===== src/rtl/i2s_receive_pkg.sv =====
// Shared definitions for the I2S receiver: channel encodings, synchroniser
// depth and a constant-evaluable ceil(log2) helper.
package i2s_receive_pkg;

  localparam logic WS_LEFT  = 1'b0;
  localparam logic WS_RIGHT = 1'b1;

  localparam int unsigned SYNC_STAGES = 2;

  // ceil(log2(value)), never less than 1 so it can size any vector
  function automatic int unsigned clog2(input int unsigned value);
    int unsigned result;
    result = 1;
    while ((64'd1 << result) < 64'(value)) result = result + 1;
    return result;
  endfunction

endpackage


===== src/rtl/i2s_receive_if.sv =====
// AXI4-Stream beat bus carrying received samples.
//   M_AXIS_TDATA  : sample word, MSB-aligned
//   M_AXIS_TVALID : beat valid
//   M_AXIS_TLAST  : 1 = right channel (end of frame)
//   M_AXIS_TREADY : downstream ready
interface i2s_receive_if #(
  parameter int unsigned DATA_WIDTH = 32
);
  logic [DATA_WIDTH-1:0] M_AXIS_TDATA;
  logic                  M_AXIS_TVALID;
  logic                  M_AXIS_TLAST;
  logic                  M_AXIS_TREADY;

  modport master (
    output M_AXIS_TDATA,
    output M_AXIS_TVALID,
    output M_AXIS_TLAST,
    input  M_AXIS_TREADY
  );

  modport slave (
    input  M_AXIS_TDATA,
    input  M_AXIS_TVALID,
    input  M_AXIS_TLAST,
    output M_AXIS_TREADY
  );
endinterface


===== src/rtl/i2s_rx_fifo.sv =====
// First-word-fall-through FIFO with a registered head entry.
//   clk, rst  : clock, asynchronous active-high reset
//   wr_en     : write request (accepted when not full, or full with a pop)
//   wr_data   : entry to write
//   rd_en     : pop request (ignored while empty)
//   rd_data   : registered head entry
//   empty     : registered, no head entry present
//   full      : all DEPTH entries occupied
//   free_cnt  : DEPTH minus occupied entries
module i2s_rx_fifo
  import i2s_receive_pkg::*;
#(
  parameter int unsigned WIDTH = 33,
  parameter int unsigned DEPTH = 4,
  parameter int unsigned CNT_W = clog2(DEPTH + 1)
) (
  input  logic             clk,
  input  logic             rst,
  input  logic             wr_en,
  input  logic [WIDTH-1:0] wr_data,
  input  logic             rd_en,
  output logic [WIDTH-1:0] rd_data,
  output logic             empty,
  output logic             full,
  output logic [CNT_W-1:0] free_cnt
);

  localparam int unsigned AW = clog2(DEPTH);

  logic [WIDTH-1:0] mem [DEPTH];
  logic [AW-1:0]    wr_ptr;
  logic [AW-1:0]    rd_ptr;
  logic [CNT_W-1:0] count;

  logic             pop_c;
  logic             push_c;
  logic [CNT_W-1:0] count_after_pop_c;
  logic [CNT_W-1:0] count_n_c;
  logic [AW-1:0]    rd_ptr_n_c;
  logic [WIDTH-1:0] head_n_c;

  assign full     = (count == CNT_W'(DEPTH));
  assign free_cnt = CNT_W'(DEPTH) - count;

  // Head for the next cycle; a write into an otherwise empty FIFO bypasses mem
  always_comb begin
    pop_c             = rd_en && (count != '0);
    push_c            = wr_en && (!full || pop_c);
    count_after_pop_c = count - CNT_W'(pop_c);
    count_n_c         = count_after_pop_c + CNT_W'(push_c);
    rd_ptr_n_c        = rd_ptr + AW'(pop_c);
    head_n_c          = (count_after_pop_c == '0) ? wr_data : mem[rd_ptr_n_c];
  end

  always_ff @(posedge clk) begin
    if (push_c) mem[wr_ptr] <= wr_data;
  end

  always_ff @(posedge clk or posedge rst) begin
    if (rst) begin
      wr_ptr  <= '0;
      rd_ptr  <= '0;
      count   <= '0;
      rd_data <= '0;
      empty   <= 1'b1;
    end else begin
      wr_ptr <= wr_ptr + AW'(push_c);
      rd_ptr <= rd_ptr_n_c;
      count  <= count_n_c;
      empty  <= (count_n_c == '0);
      if (count_n_c != '0) rd_data <= head_n_c;
    end
  end

endmodule


===== src/rtl/i2s_receive.sv =====
// I2S receiver: synchronises an externally clocked sck/ws/sd bus into the
// ACLK domain, deserialises MSB-first left/right words and emits one AXIS
// beat per channel (left TLAST=0, right TLAST=1) through a pair-aligned FIFO.
//   M_AXIS_ACLK   : system clock
//   M_AXIS_ARESET : asynchronous active-high reset
//   sck, ws, sd   : I2S bit clock, word select (0 = left), serial data
//   m_axis        : AXIS master (TDATA/TVALID/TLAST out, TREADY in)
//   overflow      : sticky, a frame was dropped
module i2s_receive
  import i2s_receive_pkg::*;
#(
  parameter int unsigned DATA_WIDTH = 32,
  parameter int unsigned FIFO_DEPTH = 4
) (
  input  logic                  M_AXIS_ACLK,
  input  logic                  M_AXIS_ARESET,
  input  logic                  sck,
  input  logic                  ws,
  input  logic                  sd,
  i2s_receive_if.master         m_axis,
  output logic                  overflow
);

  localparam int unsigned CNT_W  = clog2(DATA_WIDTH + 1);
  localparam int unsigned IDX_W  = clog2(DATA_WIDTH);
  localparam int unsigned FREE_W = clog2(FIFO_DEPTH + 1);

  logic [SYNC_STAGES-1:0] sck_sync;
  logic [SYNC_STAGES-1:0] ws_sync;
  logic [SYNC_STAGES-1:0] sd_sync;
  logic                   sck_prev;

  logic                   ws_last;
  logic                   synced;
  logic                   drop_right;
  logic [CNT_W-1:0]       bit_cnt;
  logic [DATA_WIDTH-1:0]  word;

  logic                   ws_last_n;
  logic                   synced_n;
  logic                   drop_right_n;
  logic                   overflow_n;
  logic [CNT_W-1:0]       bit_cnt_n;
  logic [DATA_WIDTH-1:0]  word_n;

  logic                   sck_rise_c;
  logic                   ws_now_c;
  logic                   sd_now_c;
  logic                   boundary_c;
  logic                   store_c;
  logic [IDX_W-1:0]       bit_idx_c;
  logic [DATA_WIDTH-1:0]  word_done_c;
  logic                   push_c;

  logic [DATA_WIDTH:0]    fifo_rd_data;
  logic                   fifo_empty;
  logic                   fifo_full;
  logic [FREE_W-1:0]      fifo_free;

  assign sck_rise_c = sck_sync[SYNC_STAGES-1] & ~sck_prev;
  assign ws_now_c   = ws_sync[SYNC_STAGES-1];
  assign sd_now_c   = sd_sync[SYNC_STAGES-1];
  assign boundary_c = sck_rise_c && (ws_now_c != ws_last);
  assign bit_idx_c  = IDX_W'(DATA_WIDTH - 1) - IDX_W'(bit_cnt);

  // Bits past DATA_WIDTH are slot padding; a runt word (toggle at bit 0) stays zero
  assign store_c = (bit_cnt < CNT_W'(DATA_WIDTH)) && !(boundary_c && (bit_cnt == '0));

  // Current word with this cycle's bit merged in
  always_comb begin
    word_done_c = word;
    if (store_c) word_done_c[bit_idx_c] = sd_now_c;
  end

  // Deserialiser, frame alignment and pair-drop bookkeeping
  always_comb begin
    word_n       = word;
    bit_cnt_n    = bit_cnt;
    ws_last_n    = ws_last;
    synced_n     = synced;
    drop_right_n = drop_right;
    overflow_n   = overflow;
    push_c       = 1'b0;
    if (sck_rise_c) begin
      if (!boundary_c) begin
        word_n = word_done_c;
        if (bit_cnt < CNT_W'(DATA_WIDTH)) bit_cnt_n = bit_cnt + CNT_W'(1);
      end else begin
        word_n    = '0;
        bit_cnt_n = '0;
        ws_last_n = ws_now_c;
        if (ws_last == WS_RIGHT && ws_now_c == WS_LEFT) synced_n = 1'b1;
        if (synced) begin
          if (ws_last == WS_LEFT) begin
            // Admit a left word only if its right partner is guaranteed a slot
            if (fifo_free < FREE_W'(2)) begin
              drop_right_n = 1'b1;
              overflow_n   = 1'b1;
            end else begin
              push_c = 1'b1;
            end
          end else if (drop_right) begin
            drop_right_n = 1'b0;
          end else begin
            push_c = 1'b1;
          end
        end
      end
    end
  end

  always_ff @(posedge M_AXIS_ACLK or posedge M_AXIS_ARESET) begin
    if (M_AXIS_ARESET) begin
      sck_sync   <= '0;
      ws_sync    <= '0;
      sd_sync    <= '0;
      sck_prev   <= 1'b0;
      ws_last    <= WS_LEFT;
      synced     <= 1'b0;
      drop_right <= 1'b0;
      overflow   <= 1'b0;
      bit_cnt    <= '0;
      word       <= '0;
    end else begin
      sck_sync   <= {sck_sync[SYNC_STAGES-2:0], sck};
      ws_sync    <= {ws_sync[SYNC_STAGES-2:0], ws};
      sd_sync    <= {sd_sync[SYNC_STAGES-2:0], sd};
      sck_prev   <= sck_sync[SYNC_STAGES-1];
      ws_last    <= ws_last_n;
      synced     <= synced_n;
      drop_right <= drop_right_n;
      overflow   <= overflow_n;
      bit_cnt    <= bit_cnt_n;
      word       <= word_n;
    end
  end

  i2s_rx_fifo #(
    .WIDTH (DATA_WIDTH + 1),
    .DEPTH (FIFO_DEPTH),
    .CNT_W (FREE_W)
  ) u_fifo (
    .clk      (M_AXIS_ACLK),
    .rst      (M_AXIS_ARESET),
    .wr_en    (push_c),
    .wr_data  ({ws_last, word_done_c}),
    .rd_en    (m_axis.M_AXIS_TREADY),
    .rd_data  (fifo_rd_data),
    .empty    (fifo_empty),
    .full     (fifo_full),
    .free_cnt (fifo_free)
  );

  assign m_axis.M_AXIS_TDATA  = fifo_rd_data[DATA_WIDTH-1:0];
  assign m_axis.M_AXIS_TLAST  = fifo_rd_data[DATA_WIDTH];
  assign m_axis.M_AXIS_TVALID = ~fifo_empty;

  // Pair admission already prevents writes into a full FIFO
  logic unused_full;
  assign unused_full = fifo_full;

endmodule


===== src/flat_wrapper.sv =====
// flat-port wrapper written by rule: the top's interface ports become plain ports
module i2s_receive_flat import i2s_receive_pkg::*;
#(
  parameter int unsigned DATA_WIDTH = 32,
  parameter int unsigned FIFO_DEPTH = 4
)
  (M_AXIS_ACLK, M_AXIS_ARESET, sck, ws, sd, overflow, m_axis_M_AXIS_TDATA, m_axis_M_AXIS_TVALID, m_axis_M_AXIS_TLAST, m_axis_M_AXIS_TREADY);
  i2s_receive_if #(.DATA_WIDTH(DATA_WIDTH)) m_axis_i ();
  input  logic M_AXIS_ACLK;
  input  logic M_AXIS_ARESET;
  input  logic sck;
  input  logic ws;
  input  logic sd;
  output logic overflow;
  output wire logic [$bits(m_axis_i.M_AXIS_TDATA)-1:0] m_axis_M_AXIS_TDATA;
  output wire logic [$bits(m_axis_i.M_AXIS_TVALID)-1:0] m_axis_M_AXIS_TVALID;
  output wire logic [$bits(m_axis_i.M_AXIS_TLAST)-1:0] m_axis_M_AXIS_TLAST;
  input wire logic [$bits(m_axis_i.M_AXIS_TREADY)-1:0] m_axis_M_AXIS_TREADY;
  assign m_axis_M_AXIS_TDATA = m_axis_i.M_AXIS_TDATA;
  assign m_axis_M_AXIS_TVALID = m_axis_i.M_AXIS_TVALID;
  assign m_axis_M_AXIS_TLAST = m_axis_i.M_AXIS_TLAST;
  assign m_axis_i.M_AXIS_TREADY = m_axis_M_AXIS_TREADY;
  i2s_receive #(.DATA_WIDTH(DATA_WIDTH), .FIFO_DEPTH(FIFO_DEPTH)) u_core (.M_AXIS_ACLK(M_AXIS_ACLK), .M_AXIS_ARESET(M_AXIS_ARESET), .sck(sck), .ws(ws), .sd(sd), .m_axis(m_axis_i), .overflow(overflow));
endmodule

===== config.mk =====
export PLATFORM = sky130hd
export DESIGN_NAME = i2s_receive_flat
export DESIGN_NICKNAME = d
export VERILOG_FILES = /design/src/rtl/i2s_receive_pkg.sv /design/src/rtl/i2s_receive_if.sv /design/src/rtl/i2s_rx_fifo.sv /design/src/rtl/i2s_receive.sv /design/src/flat_wrapper.sv
export SDC_FILE = /design/constraint.sdc
export NUM_CORES = 1
export LEC_CHECK = 0
export CORE_MARGIN = 5
export CORE_UTILIZATION = 50
export DETAILED_ROUTE_END_ITERATION = 16
export GPL_ROUTABILITY_DRIVEN = 1
export PLACE_DENSITY = 0.67
export SLEW_MARGIN = 10
export SYNTH_ARGS = -nofsm -noshare
export SYNTH_HDL_FRONTEND = slang
export SYNTH_SLANG_ARGS = --single-unit

===== constraint.sdc =====
create_clock -name M_AXIS_ACLK -period 8.4 [get_ports M_AXIS_ACLK]
set_input_delay 1.26 -clock M_AXIS_ACLK [delete_from_list [all_inputs] [get_ports M_AXIS_ACLK]]
set_output_delay 1.26 -clock M_AXIS_ACLK [all_outputs]
set_load 0.005 [all_outputs]

==> results.py <==
metrics = {
    "clocking": {
        "clkSlewWorstSetupHoldPaths_ns": 0.06,
        "cts_tree": "built",
        "clock_sinks": 222,
        "cts_max_level": 1,
        "cts_buffers": 24,
        "post_cts_buffers": 0,
        "clock_latency_ns": 0.50,
        "cts.repair.resized": 0,
        "cts_root_buffer": "clkbuf_16",
        "cts_hold_buf": 0,
        "cts_buffer_depth": 3,
    },
    "finish": {
        "ff_latch_area_um2": 6220,
        "fillers": 1394,
        "drive_gt1_share_pct": 14.8,
        "diodes": 0,
        "area_growth_pct": 15.1,
        "final_util_pct": 58.8,
        "layout.nets": 707,
        "multiInputGateArea_um2": 2750,
    },
    "place": {
        "dp_hpwl_um": 11200,
        "portBuffers": 40,
        "globalplace.congestion": 0.815,
    },
    "floorplanning": {
        "die_h_um": 146,
        "die_area_um2": 21300,
        "die_w_um": 146,
        "ios": 41,
        "core_area_um2": 18100,
        "rows": 49,
        "start_util_pct": 51.1,
    },
    "timing": {
        "fin_crit_ns": 4.78,
        "slew_headroom_pct": 32.1,
        "grt_setup_unrepaired": "false",
        "tightest_slew_ns": 1.02,
        "hold_slack_ns": 0.345,
        "slew_violations": 0,
        "period_share_pct": 56.9,
        "fin_setup_tns_ns": 0,
        "finalSetupViolations": 0,
        "max_freq_mhz": 209,
        "skew_ns": 0.00915,
        "hold_viol_final": 0,
    },
    "logic_synthesis": {
        "syn-num-nets": 661,
        "async_flop_share_pct": 40.5,
        "synth_warnings": 0,
        "ys_ff_latch": 222,
        "postSynthCellCount": 640,
        "synthDistinctLibCells": 44,
        "yosysSeqAreaShare_pct": 67.2,
        "avgSynthCellArea_um2": 14.4,
        "synth_edf_count": 132,
        "dominantRegCellSynth": "edfxtp_1",
        "syn-cell-area_um2": 9250,
    },
    "power": {
        "leakage_nw": 4.32,
        "power_density_nw_per_um2": 361,
        "power.total_mw": 3.84,
        "peakVddDrop_v": 0.000180,
    },
    "critical_path": {
        "slowest_delay_ns": 0.71,
        "cp.required_ns": 8.77,
        "path_class": "reg2reg",
        "worst_setup_path_start_kind": "flop",
        "cpMostUsedCell": "ha_1",
        "regToRegSetupSlack_ns": 3.62,
        "crit_chain": "inv_1, ha_1, nor3b_1, and2_1, nand3_1, inv_1, ha_1, ha_1, or2_2, nor2_4, or2_1, buf_4, o211ai_1",
        "cp_slowest_cell": "nor2_4",
        "worstPathMaxFanout": 37,
        "cp-end-kind": "flop",
        "reg2reg_depth": 13,
        "arrival_ns": 5.14,
    },
    "detailed_routing": {
        "first_iter_violations": 471,
        "wl_met3_um": 833,
        "highest_layer": "met4",
        "drc_errors": 0,
        "wirelength_um": 18200,
        "firstDrtPassIters": 5,
        "detail-route-antenna-nets": 0,
        "vias": 5239,
        "routedWlPerCell_um": 19.5,
        "wl_met2_um": 9180,
        "routed_via_density": 5.62,
        "drt-met1-wl_um": 7770,
    },
    "grt": {
        "grt_pass1_wl_um": 29600,
        "grt.total_usage_pct": 17.4,
        "grt_overflow": 0,
        "grt_pass1_vias": 5569,
        "antenna_found_initial": 0,
        "grt_max_degree": 53,
    },
    "hold_path": {
        "whs_path_depth": 0,
        "min_path_type": "reg2reg",
    },
    "job": {
        "maxCapViolCount": 0,
    },
    "outcome": {
        "status": "complete, no violations",
    },
}
cells in the mapped netlist (2+ instances only):
cell type	count	share of area, %
dfrtp_1	89	24
and2_1	3	0.20
a31oi_1	2	0.14
edfxtp_1	132	43
clkbuf_1	17	0.69
buf_2	9	0.49
nor2_1	17	0.69
nor3_1	2	0.11
o311ai_1	3	0.28
nor2b_1	4	0.27
xor2_1	2	0.19
a21o_1	5	0.41
mux2i_1	33	3.6
o211ai_1	19	1.5
nand2b_1	3	0.20
nand2_1	109	4.4
o211ai_2	10	1.4
nand3_1	7	0.38
buf_6	2	0.24
o21ai_0	35	1.9
inv_1	45	1.8
o21ai_1	4	0.22
mux4_2	33	8.0
a21oi_1	5	0.27
a22o_1	4	0.38
nor4b_1	2	0.19
mux2_2	4	0.49
nor3b_1	9	0.73
or3b_1	2	0.19
ha_1	15	2.0
registers in the layout, indices dropped and copies added, names as in the netlist, 2 cells and up:
register / flops
u_core.word: 32
u_core.u_fifo.wr_ptr: 2
u_core.ws_sync: 2
u_core.u_fifo.count: 3
u_core.sck_sync: 2
u_core.u_fifo.rd_ptr: 2
u_core.sd_sync: 2
u_core.bit_cnt: 6
u_core.u_fifo.mem: 132
u_core.u_fifo.rd_data: 33
power by group:
part | total (mW) | switching [mW] | leakage [nW] | internal (mW)
sequential | 1.50 | 0.123 | 2.41 | 1.37
combinational | 1.38 | 0.716 | 1.54 | 0.661
clock | 0.971 | 0.400 | 0.369 | 0.571
worst paths after layout:
check | startpoint | endpoint
setup / recovery | u_core.ws_last | u_core.u_fifo.rd_data[9]
hold / removal | u_core.sd_sync[0] | u_core.sd_sync[1]
setup reg to reg | u_core.ws_last | u_core.u_fifo.rd_data[9]
hold reg to reg | u_core.sd_sync[0] | u_core.sd_sync[1]
max in group asynchronous | M_AXIS_ARESET | u_core.u_fifo.rd_data[5]
min in group asynchronous | M_AXIS_ARESET | u_core.u_fifo.rd_ptr[0]
logic make-up after synthesis:
| logic type | after synthesis | synth area share (%) |
|---|---|---|
| XOR/XNOR | 4 | 0.555 |
| AO/OA/AOI/OAI | 88 | 6.65 |
| buffers and inverters | 75 | 3.37 |
| adder cells (fa/ha/maj) | 15 | 2.03 |
| flip-flops | 222 | 67.2 |
| AND/OR/NAND/NOR | 166 | 8.05 |
| multiplexers | 70 | 12.1 |
through the flow:
stage | instances | setup WS [ns] | cell area, µm²
CTS | 933 | 3.61 | 10600
global placement | 889 | 3.58 | 9900
detailed placement | 889 | 3.46 | 9900
global route | 933 | 3.17 | 10600
floorplan | 640 | 3.81 | 9250
finish | 933 | 3.62 | 10600
layout make-up:
class	instances	share of cell area (%)
Sequential cell	222	58.4
Inverter	45	1.60
Clock buffer	34	6.48
Timing Repair Buffer	50	4.47
Tap cell	229	2.69
Multi-Input combinational cell	343	25.9
Clock inverter	10	0.470
critical path: cells and delay by family (launching register included):
family	cells	cell delay [ns]
adders and majority gates	3	0.81
and+or+nand+nor	6	2.54
buffers and inverters	3	0.64
DFF	1	0.50
AOI/OAI and AO/OA	1	0.15
layout by cell type, fill, tap and decap left out, types with 10 or more instances in the layout:
cell type,netlist,final
buf_4,1,10
clkbuf_16,0,25
clkdlybuf4s50_1,0,40
dfrtp_1,89,89
edfxtp_1,132,132
ha_1,15,14
inv_1,45,44
mux2i_1,33,33
mux4_2,33,33
nand2_1,109,109
nor2_1,17,17
o211ai_1,19,19
o211ai_2,10,10
o21ai_0,35,35
routing by layer:
layer	GRT usage [%]	vias to the layer above
met5	0	-
met4	5.64	0
met3	2.46	32
met2	29.9	137
met1	22.9	2659
li1	-	2411
No activity file was read; power rests on OpenSTA's default activity.
